==> src/rtl/ipdc_pkg.sv <==
// Shared constants and types for the windowed image display controller.
package ipdc_pkg;

  // Op codes carried on i_op_mode
  localparam logic [2:0] OP_LOAD  = 3'd0;
  localparam logic [2:0] OP_RIGHT = 3'd1;
  localparam logic [2:0] OP_LEFT  = 3'd2;
  localparam logic [2:0] OP_UP    = 3'd3;
  localparam logic [2:0] OP_DOWN  = 3'd4;
  localparam logic [2:0] OP_SDN   = 3'd5;
  localparam logic [2:0] OP_SUP   = 3'd6;
  localparam logic [2:0] OP_SHOW  = 3'd7;

  // Controller states
  typedef enum logic [1:0] {
    IDLE = 2'd0,
    LOAD = 2'd1,
    UPD  = 2'd2,
    OUT  = 2'd3
  } state_e;

  // Default RGB 8/8/8 pixel
  localparam int unsigned DEF_PIX_W = 24;
  typedef logic [DEF_PIX_W-1:0] rgb_t;

  // Index width that never collapses to zero bits
  function automatic int unsigned clog2_min1(input int unsigned n);
    return (n <= 1) ? 1 : $clog2(n);
  endfunction

endpackage

==> src/rtl/ipdc_img_buf.sv <==
// Image buffer: register array, one synchronous write port and one
// combinational read port, cleared synchronously on reset.
module ipdc_img_buf
  import ipdc_pkg::*;
#(
  parameter int PIX_W = DEF_PIX_W,
  parameter int DEPTH = 64,
  parameter int AW    = 6
) (
  input  logic             i_clk,
  input  logic             i_rst,
  input  logic             i_we,
  input  logic [AW-1:0]    i_waddr,
  input  logic [PIX_W-1:0] i_wdata,
  input  logic [AW-1:0]    i_raddr,
  output logic [PIX_W-1:0] o_rdata
);

  logic [PIX_W-1:0] mem_q [DEPTH];

  // Clear every entry on reset, otherwise write one pixel per enabled edge
  always_ff @(posedge i_clk) begin
    if (i_rst) begin
      for (int i = 0; i < DEPTH; i++) mem_q[i] <= '0;
    end else if (i_we) begin
      mem_q[i_waddr] <= i_wdata;
    end
  end

  assign o_rdata = mem_q[i_raddr];

endmodule

==> src/rtl/ipdc_win_ctrl.sv <==
// Windowed display controller: holds an image, moves/rescales a square
// window over it and streams the window pixels in raster order.
module ipdc_win_ctrl
  import ipdc_pkg::*;
#(
  parameter int PIX_W   = 24,
  parameter int IMG_W   = 8,
  parameter int IMG_H   = 8,
  parameter int WIN_MAX = 4,
  parameter int WIN_MIN = 2
) (
  input  logic             i_clk,
  input  logic             i_rst,
  input  logic             i_op_valid,
  input  logic [2:0]       i_op_mode,
  output logic             o_op_ready,
  input  logic             i_in_valid,
  input  logic [PIX_W-1:0] i_in_data,
  output logic             o_in_ready,
  output logic             o_out_valid,
  output logic [PIX_W-1:0] o_out_data
);

  localparam int CW    = clog2_min1(IMG_W);    // column / origin-col width
  localparam int RW    = clog2_min1(IMG_H);    // row / origin-row width
  localparam int AW    = CW + RW;              // buffer address width
  localparam int DEPTH = IMG_W * IMG_H;
  localparam int KW    = clog2_min1(WIN_MAX);  // in-window offset width
  localparam int WW    = $clog2(WIN_MAX) + 1;  // window edge holds WIN_MAX
  localparam int XW    = CW + 1;               // col clamp arithmetic width
  localparam int YW    = RW + 1;               // row clamp arithmetic width

  state_e           st_q, st_d;
  logic [2:0]       op_q;
  logic [RW-1:0]    row_q, row_d;
  logic [CW-1:0]    col_q, col_d;
  logic [WW-1:0]    win_q, win_d;
  logic [AW-1:0]    ld_cnt_q;
  logic [KW-1:0]    r_q, c_q;
  logic             fin_q;
  logic             out_valid_q;
  logic [PIX_W-1:0] out_data_q;

  logic             op_acc, ld_acc, ld_last;
  logic             row_last, col_last;
  logic [XW-1:0]    max_col, max_col_up;
  logic [YW-1:0]    max_row, max_row_up;
  logic [WW-1:0]    win_up;
  logic [RW-1:0]    rd_row;
  logic [CW-1:0]    rd_col;
  logic [AW-1:0]    raddr;
  logic [PIX_W-1:0] rdata;

  assign op_acc  = i_op_valid && (st_q == IDLE);
  assign ld_acc  = i_in_valid && (st_q == LOAD);
  assign ld_last = (ld_cnt_q == AW'(DEPTH - 1));

  // Largest legal origin for the current edge and for a doubled edge
  assign win_up     = (win_q < WW'(WIN_MAX)) ? (win_q << 1) : win_q;
  assign max_col    = XW'(IMG_W) - XW'(win_q);
  assign max_row    = YW'(IMG_H) - YW'(win_q);
  assign max_col_up = XW'(IMG_W) - XW'(win_up);
  assign max_row_up = YW'(IMG_H) - YW'(win_up);

  // Window geometry update: saturating moves/scales in UPD, home after a load
  always_comb begin
    row_d = row_q;
    col_d = col_q;
    win_d = win_q;
    if (st_q == UPD) begin
      case (op_q)
        OP_RIGHT: if (XW'(col_q) < max_col) col_d = col_q + CW'(1);
        OP_LEFT:  if (col_q != '0)          col_d = col_q - CW'(1);
        OP_UP:    if (row_q != '0)          row_d = row_q - RW'(1);
        OP_DOWN:  if (YW'(row_q) < max_row) row_d = row_q + RW'(1);
        OP_SDN:   if (win_q > WW'(WIN_MIN)) win_d = win_q >> 1;
        OP_SUP: begin
          win_d = win_up;
          // a larger window may no longer fit at the old origin
          if (XW'(col_q) > max_col_up) col_d = CW'(max_col_up);
          if (YW'(row_q) > max_row_up) row_d = RW'(max_row_up);
        end
        default: ;
      endcase
    end else if (ld_acc && ld_last) begin
      row_d = '0;
      col_d = '0;
      win_d = WW'(WIN_MAX);
    end
  end

  // Next-state selection
  always_comb begin
    st_d = st_q;
    case (st_q)
      IDLE: if (op_acc) st_d = (i_op_mode == OP_LOAD) ? LOAD : UPD;
      LOAD: if (ld_acc && ld_last) st_d = IDLE;
      UPD:  st_d = OUT;
      OUT:  if (fin_q) st_d = IDLE;
      default: st_d = IDLE;
    endcase
  end

  // Window-relative raster position mapped onto the row-major buffer
  assign col_last = (WW'(c_q) == win_q - WW'(1));
  assign row_last = (WW'(r_q) == win_q - WW'(1));
  assign rd_row   = row_q + RW'(r_q);
  assign rd_col   = col_q + CW'(c_q);
  assign raddr    = {rd_row, rd_col};

  ipdc_img_buf #(
    .PIX_W (PIX_W),
    .DEPTH (DEPTH),
    .AW    (AW)
  ) u_buf (
    .i_clk   (i_clk),
    .i_rst   (i_rst),
    .i_we    (ld_acc),
    .i_waddr (ld_cnt_q),
    .i_wdata (i_in_data),
    .i_raddr (raddr),
    .o_rdata (rdata)
  );

  // FSM, geometry and load-counter registers
  always_ff @(posedge i_clk) begin
    if (i_rst) begin
      st_q     <= IDLE;
      op_q     <= OP_SHOW;
      row_q    <= '0;
      col_q    <= '0;
      win_q    <= WW'(WIN_MAX);
      ld_cnt_q <= '0;
    end else begin
      st_q  <= st_d;
      row_q <= row_d;
      col_q <= col_d;
      win_q <= win_d;
      if (op_acc) op_q <= i_op_mode;
      // wraps back to 0 after the last pixel, ready for the next load
      if (ld_acc) ld_cnt_q <= ld_last ? '0 : ld_cnt_q + AW'(1);
    end
  end

  // Output stream: one registered pixel per OUT cycle until the window is done
  always_ff @(posedge i_clk) begin
    if (i_rst) begin
      r_q         <= '0;
      c_q         <= '0;
      fin_q       <= 1'b0;
      out_valid_q <= 1'b0;
      out_data_q  <= '0;
    end else if (st_q == UPD) begin
      r_q         <= '0;
      c_q         <= '0;
      fin_q       <= 1'b0;
      out_valid_q <= 1'b0;
    end else if (st_q == OUT && !fin_q) begin
      out_valid_q <= 1'b1;
      out_data_q  <= rdata;
      if (col_last) begin
        c_q <= '0;
        if (row_last) fin_q <= 1'b1;
        else          r_q   <= r_q + KW'(1);
      end else begin
        c_q <= c_q + KW'(1);
      end
    end else begin
      out_valid_q <= 1'b0;
    end
  end

  assign o_op_ready  = (st_q == IDLE);
  assign o_in_ready  = (st_q == LOAD);
  assign o_out_valid = out_valid_q;
  assign o_out_data  = out_data_q;

endmodule

==> config.mk <==
export PLATFORM = sky130hd
export DESIGN_NAME = ipdc_win_ctrl
export DESIGN_NICKNAME = d
export VERILOG_FILES = /design/src/rtl/ipdc_pkg.sv /design/src/rtl/ipdc_img_buf.sv /design/src/rtl/ipdc_win_ctrl.sv
export SDC_FILE = /design/constraint.sdc
export NUM_CORES = 2
export LEC_CHECK = 0
export CAP_MARGIN = 30
export CORE_MARGIN = 2
export CORE_UTILIZATION = 45
export DETAILED_ROUTE_END_ITERATION = 8
export GPL_TIMING_DRIVEN = 0
export SYNTH_ARGS = -nofsm -noshare
export SYNTH_HDL_FRONTEND = slang
export SYNTH_SLANG_ARGS = --single-unit
export TNS_END_PERCENT = 1
==> constraint.sdc <==
create_clock -name i_clk -period 4 [get_ports i_clk]
set_input_delay 0.8 -clock i_clk [delete_from_list [all_inputs] [get_ports i_clk]]
set_output_delay 0.8 -clock i_clk [all_outputs]
set_load 0.05 [all_outputs]
==> flow_summary.toml <==
[yosys]
post_synth_num_cell_types = 64
seq_area_frac_synth = 0.6494
synth-async-reset-ratio = 0
synthCells = 4899
synth-edff-count = 1536
synthesis.area_mm2 = 0.07257
syn-num-nets = 4943
synth_seq_cells = 1586
synth_top_flop_cell = "sky130_fd_sc_hd__edfxtp_1"
yosys_warnings = 0
synth.avg_cell_area_um2 = 14.81

[cts]
post_cts_hold_buffer_count = 0
clock-sinks = 1586
clk_path_buf_depth = 3
tritoncts.num_buffers = 167
clock_tree_from_tritoncts = "built"
clock_input_transition_at_the_sequential_cells_of_the_worst_setup_and_hold_paths_ns = 0.06
clk-insertion-delay-late_ns = 0.83
post_cts_buffers = 0
root_buffer = "sky130_fd_sc_hd__clkbuf_16"
cts.htree.levels = 4

[grt]
grt_usage = 0.2829
grt_antenna_before_repair = 22
grt_start_max_net_pins = 25
globalRoute.totalOverflow = 0
first_global_vias = 42440
grt_pass1_wl_um = 322000

[floorplanning]
design.die.area_mm2 = 0.1645
placement_rows = 147
io_pins = 58
start_util = 0.4525
chipWidth_um = 405.6
core_area_mm2 = 0.1604
die_y_um = 405.6

[power_and_ir_drop]
internal_power_contribution_mw = 28.60
power-per-cell-area_mw_per_mm2 = 456.2
switching_power_mw = 8.588
swShare = 0.2310
power.share.combinational = 0.068
ir_worst_vdd_v = 0.0003649
leakagePower_nw = 27.87
p_seq_frac = 0.515
power_frac_clock = 0.417

[timing]
skew_ns = 0.03151
relSlewSlack = 0.2580
slew_viol_final = 0
timing_worst_slew_pin_value_ns = 1.113
fmax_ghz = 0.2476
final_critical_path_setup_slack_ns = -0.03821
setup_repair_after_global_routing_missed_its_margin = "yes"
layout_min_cycle_time_ns = 4.038
timing_hold_violations_final = 0
setup_viol_count_final = 4
post-route-period-util = 1.010

[routing]
first_iter_violations = 5470
drtAntennaViolNets = 0
first_pass_iters = 6
drt-vias-per-instance = 5.778
wirelength_um = 231400
count_of_vias_placed_by_the_detailed_router = 43000
post_drt_wl_per_cell_um = 31.10
route.detailed.drc = 0

[critical_path]
crit_slowest_cell = "sky130_fd_sc_hd__buf_1"
critical-path-top-cell-by-count = "sky130_fd_sc_hd__nand2_1"
critPathLaunchType = "flip-flop"
cpPeakStageDelay_ns = 0.67
worstPathArrival_ns = 4.73
crit_path_cell_trace = "ha_1 > fa_1 > buf_2 > clkbuf_2 > buf_1 > mux4_2 > nand2_1 > nand3_1 > nand4_1 > nand2_1"
worst_ep_required_time_ns = 4.69
critical_path.max_fanout = 10
class_of_the_most_critical_setup_path = "flip-flop to flip-flop"
critical_path_capture_point_type = "flip-flop"

[final_layout]
nNetsFinal = 5175
area_growth_pct = 12.32
layout-drive-gt1-share = 0.1772
layoutNonFillerInstCount = 7441
fillers = 13680

[run_status]
outcome = "finished with violations"
violations_in_the_final_reports = "negative setup slack"

[place]
placement.setup.worst_slack_ns = -0.4771
post-place-cells = 7121
hpwl_um = 162300
place.gp.congestion = 0.9856
io_buffer_count = 33

[min_path]
min_path_type = "flip-flop to flip-flop"

[job]
maxCapViolations = 0
stage by stage:
| step | TNS (ns) | cell area [um^2] | power [mW] | hold WS [ns] | util |
|---|---|---|---|---|---|
| after floorplan | 0 | 72570 | 20.86 | 0.4955 | - |
| after global placement | -699.17 | 75610 | 21.92 | 0.5315 | 0.4714 |
| after detailed placement | -275.78 | 76070 | 21.99 | 0.5329 | 0.4743 |
| after CTS | 0 | 81440 | 37.23 | 0.5310 | 0.5078 |
| after global routing | -0.2136 | 81480 | 38.01 | 0.5438 | 0.5080 |
| final | -0.08259 | 81510 | 37.18 | 0.5414 | 0.5082 |
cells by family (layout without fill, tap and decap cells):
logic type	Yosys count	after routing	synth area share
muxes	411	411	0.1229
AOI/OAI and AO/OA	149	149	0.01484
xor gates and xnor gates	19	19	0.002397
DFF	1586	1586	0.6494
other	0	15	0
adders and majority gates	13	13	0.002655
and+or+nand+nor	2244	2244	0.1805
buffers and inverters	477	844	0.02738
synthesized netlist by cell type (9+ instances only):
library cell	n	share of area
sky130_fd_sc_hd__nor2_4	32	0.0050
sky130_fd_sc_hd__clkbuf_1	295	0.015
sky130_fd_sc_hd__nor3_1	12	0.00083
sky130_fd_sc_hd__ha_1	9	0.0016
sky130_fd_sc_hd__mux2i_1	26	0.0036
sky130_fd_sc_hd__nor2_1	79	0.0041
sky130_fd_sc_hd__a32oi_1	48	0.0058
sky130_fd_sc_hd__buf_2	58	0.0040
sky130_fd_sc_hd__or3_1	9	0.00078
sky130_fd_sc_hd__nor2b_1	9	0.00078
sky130_fd_sc_hd__o21ai_0	10	0.00069
sky130_fd_sc_hd__o22ai_1	25	0.0022
sky130_fd_sc_hd__and2_1	1539	0.13
sky130_fd_sc_hd__xnor2_1	9	0.0011
sky130_fd_sc_hd__xor2_1	9	0.0011
sky130_fd_sc_hd__or2_2	67	0.0058
sky130_fd_sc_hd__buf_1	32	0.0017
sky130_fd_sc_hd__dfxtp_1	50	0.014
sky130_fd_sc_hd__edfxtp_1	1536	0.64
sky130_fd_sc_hd__nand4_1	24	0.0021
sky130_fd_sc_hd__a31oi_1	26	0.0022
sky130_fd_sc_hd__clkbuf_2	78	0.0054
sky130_fd_sc_hd__nand2_1	340	0.018
sky130_fd_sc_hd__mux4_2	384	0.12
sky130_fd_sc_hd__a21oi_1	17	0.0012
sky130_fd_sc_hd__nand3_1	101	0.0070
state kept, by name, indices dropped and copies added, names as in the netlist:
signal and cells:
c_q 2, col_q 3, fin_q 1, ld_cnt_q 6, o_out_data 24, o_out_valid 1, op_q 3, r_q 2
row_q 3, st_q 2, u_buf.mem_q 1536, win_q 3
power groups by stage:
stage	logic [mW]	registers, mW	clock network [mW]
2_1_floorplan	1.46	19.4	0
3_3_place_gp	2.45	19.5	0
3_5_place_dp	2.49	19.5	0
4_1_cts	2.50	19.2	15.6
5_1_grt	2.62	19.2	16.2
6_report	2.52	19.2	15.5
area by class of cell:
type | instances | area (um^2) | share of cell area
sequential | 1586 | 47130 | 0.5781
multi-input combinational | 2836 | 23510 | 0.2884
clock buffer | 214 | 4524 | 0.05550
tap | 2160 | 2703 | 0.03315
buffer | 470 | 1993 | 0.02445
clock inverter | 90 | 800.8 | 0.009824
timing repair buffer | 63 | 795.8 | 0.009762
antenna | 15 | 37.54 | 0.0004605
inverter | 7 | 26.28 | 0.0003223
routing by layer:
layer  vias up  GRT usage  part of all wire  routed length (um)
met5         -          0           0.00058                 135
met3       397    0.06857             0.099               22890
met2      2075     0.4301              0.45              104800
li1      18240          -                 -                   -
met1     22280     0.3942              0.40               93520
met4         6     0.1097             0.044               10070
worst paths after layout:
kind / slack [ns] / from / to / cells after the start
setup / recovery: -0.04 / col_q[0]$_SDFFE_PP0P_ / o_out_data[8]$_SDFFE_PP0P_ / 10
hold / removal: 0.54 / fin_q$_SDFFE_PP0P_ / st_q[0]$_SDFFE_PP0P_ / 1
setup reg to reg: -0.04 / col_q[0]$_SDFFE_PP0P_ / o_out_data[8]$_SDFFE_PP0P_ / 10
hold reg to reg: 0.54 / fin_q$_SDFFE_PP0P_ / st_q[0]$_SDFFE_PP0P_ / 1
critical path: cells and delay by family (launching register included):
kind,cells,cell delay (ns)
adders and majority gates,2,0.73
muxes,1,0.44
and+or+nand+nor,4,0.87
DFF,1,0.41
buffers and inverters,3,1.46
cells in the final DEF, fill, tap and decap left out, drive strengths merged, types with 10 or more instances in the layout:
master / count
o22ai: 25
bufinv: 13
and2: 1539
xnor2: 10
nand4: 24
mux4: 384
a31oi: 26
dfxtp: 50
buf: 128
a32oi: 48
inv: 14
nand3: 102
diode: 15
or2: 68
clkdlybuf4s50: 33
nor2b: 10
o21ai: 11
edfxtp: 1536
nor2: 112
a21oi: 17
clkinv: 69
nand2: 345
nor3: 16
clkbuf: 586
mux2i: 26
timing repair:
item,4_1_cts,5_1_grt
gates resized for setup,14,13
endpoints found under the setup margin,24,14
pin swaps,0,0
Power figures use the tool's default switching activity.
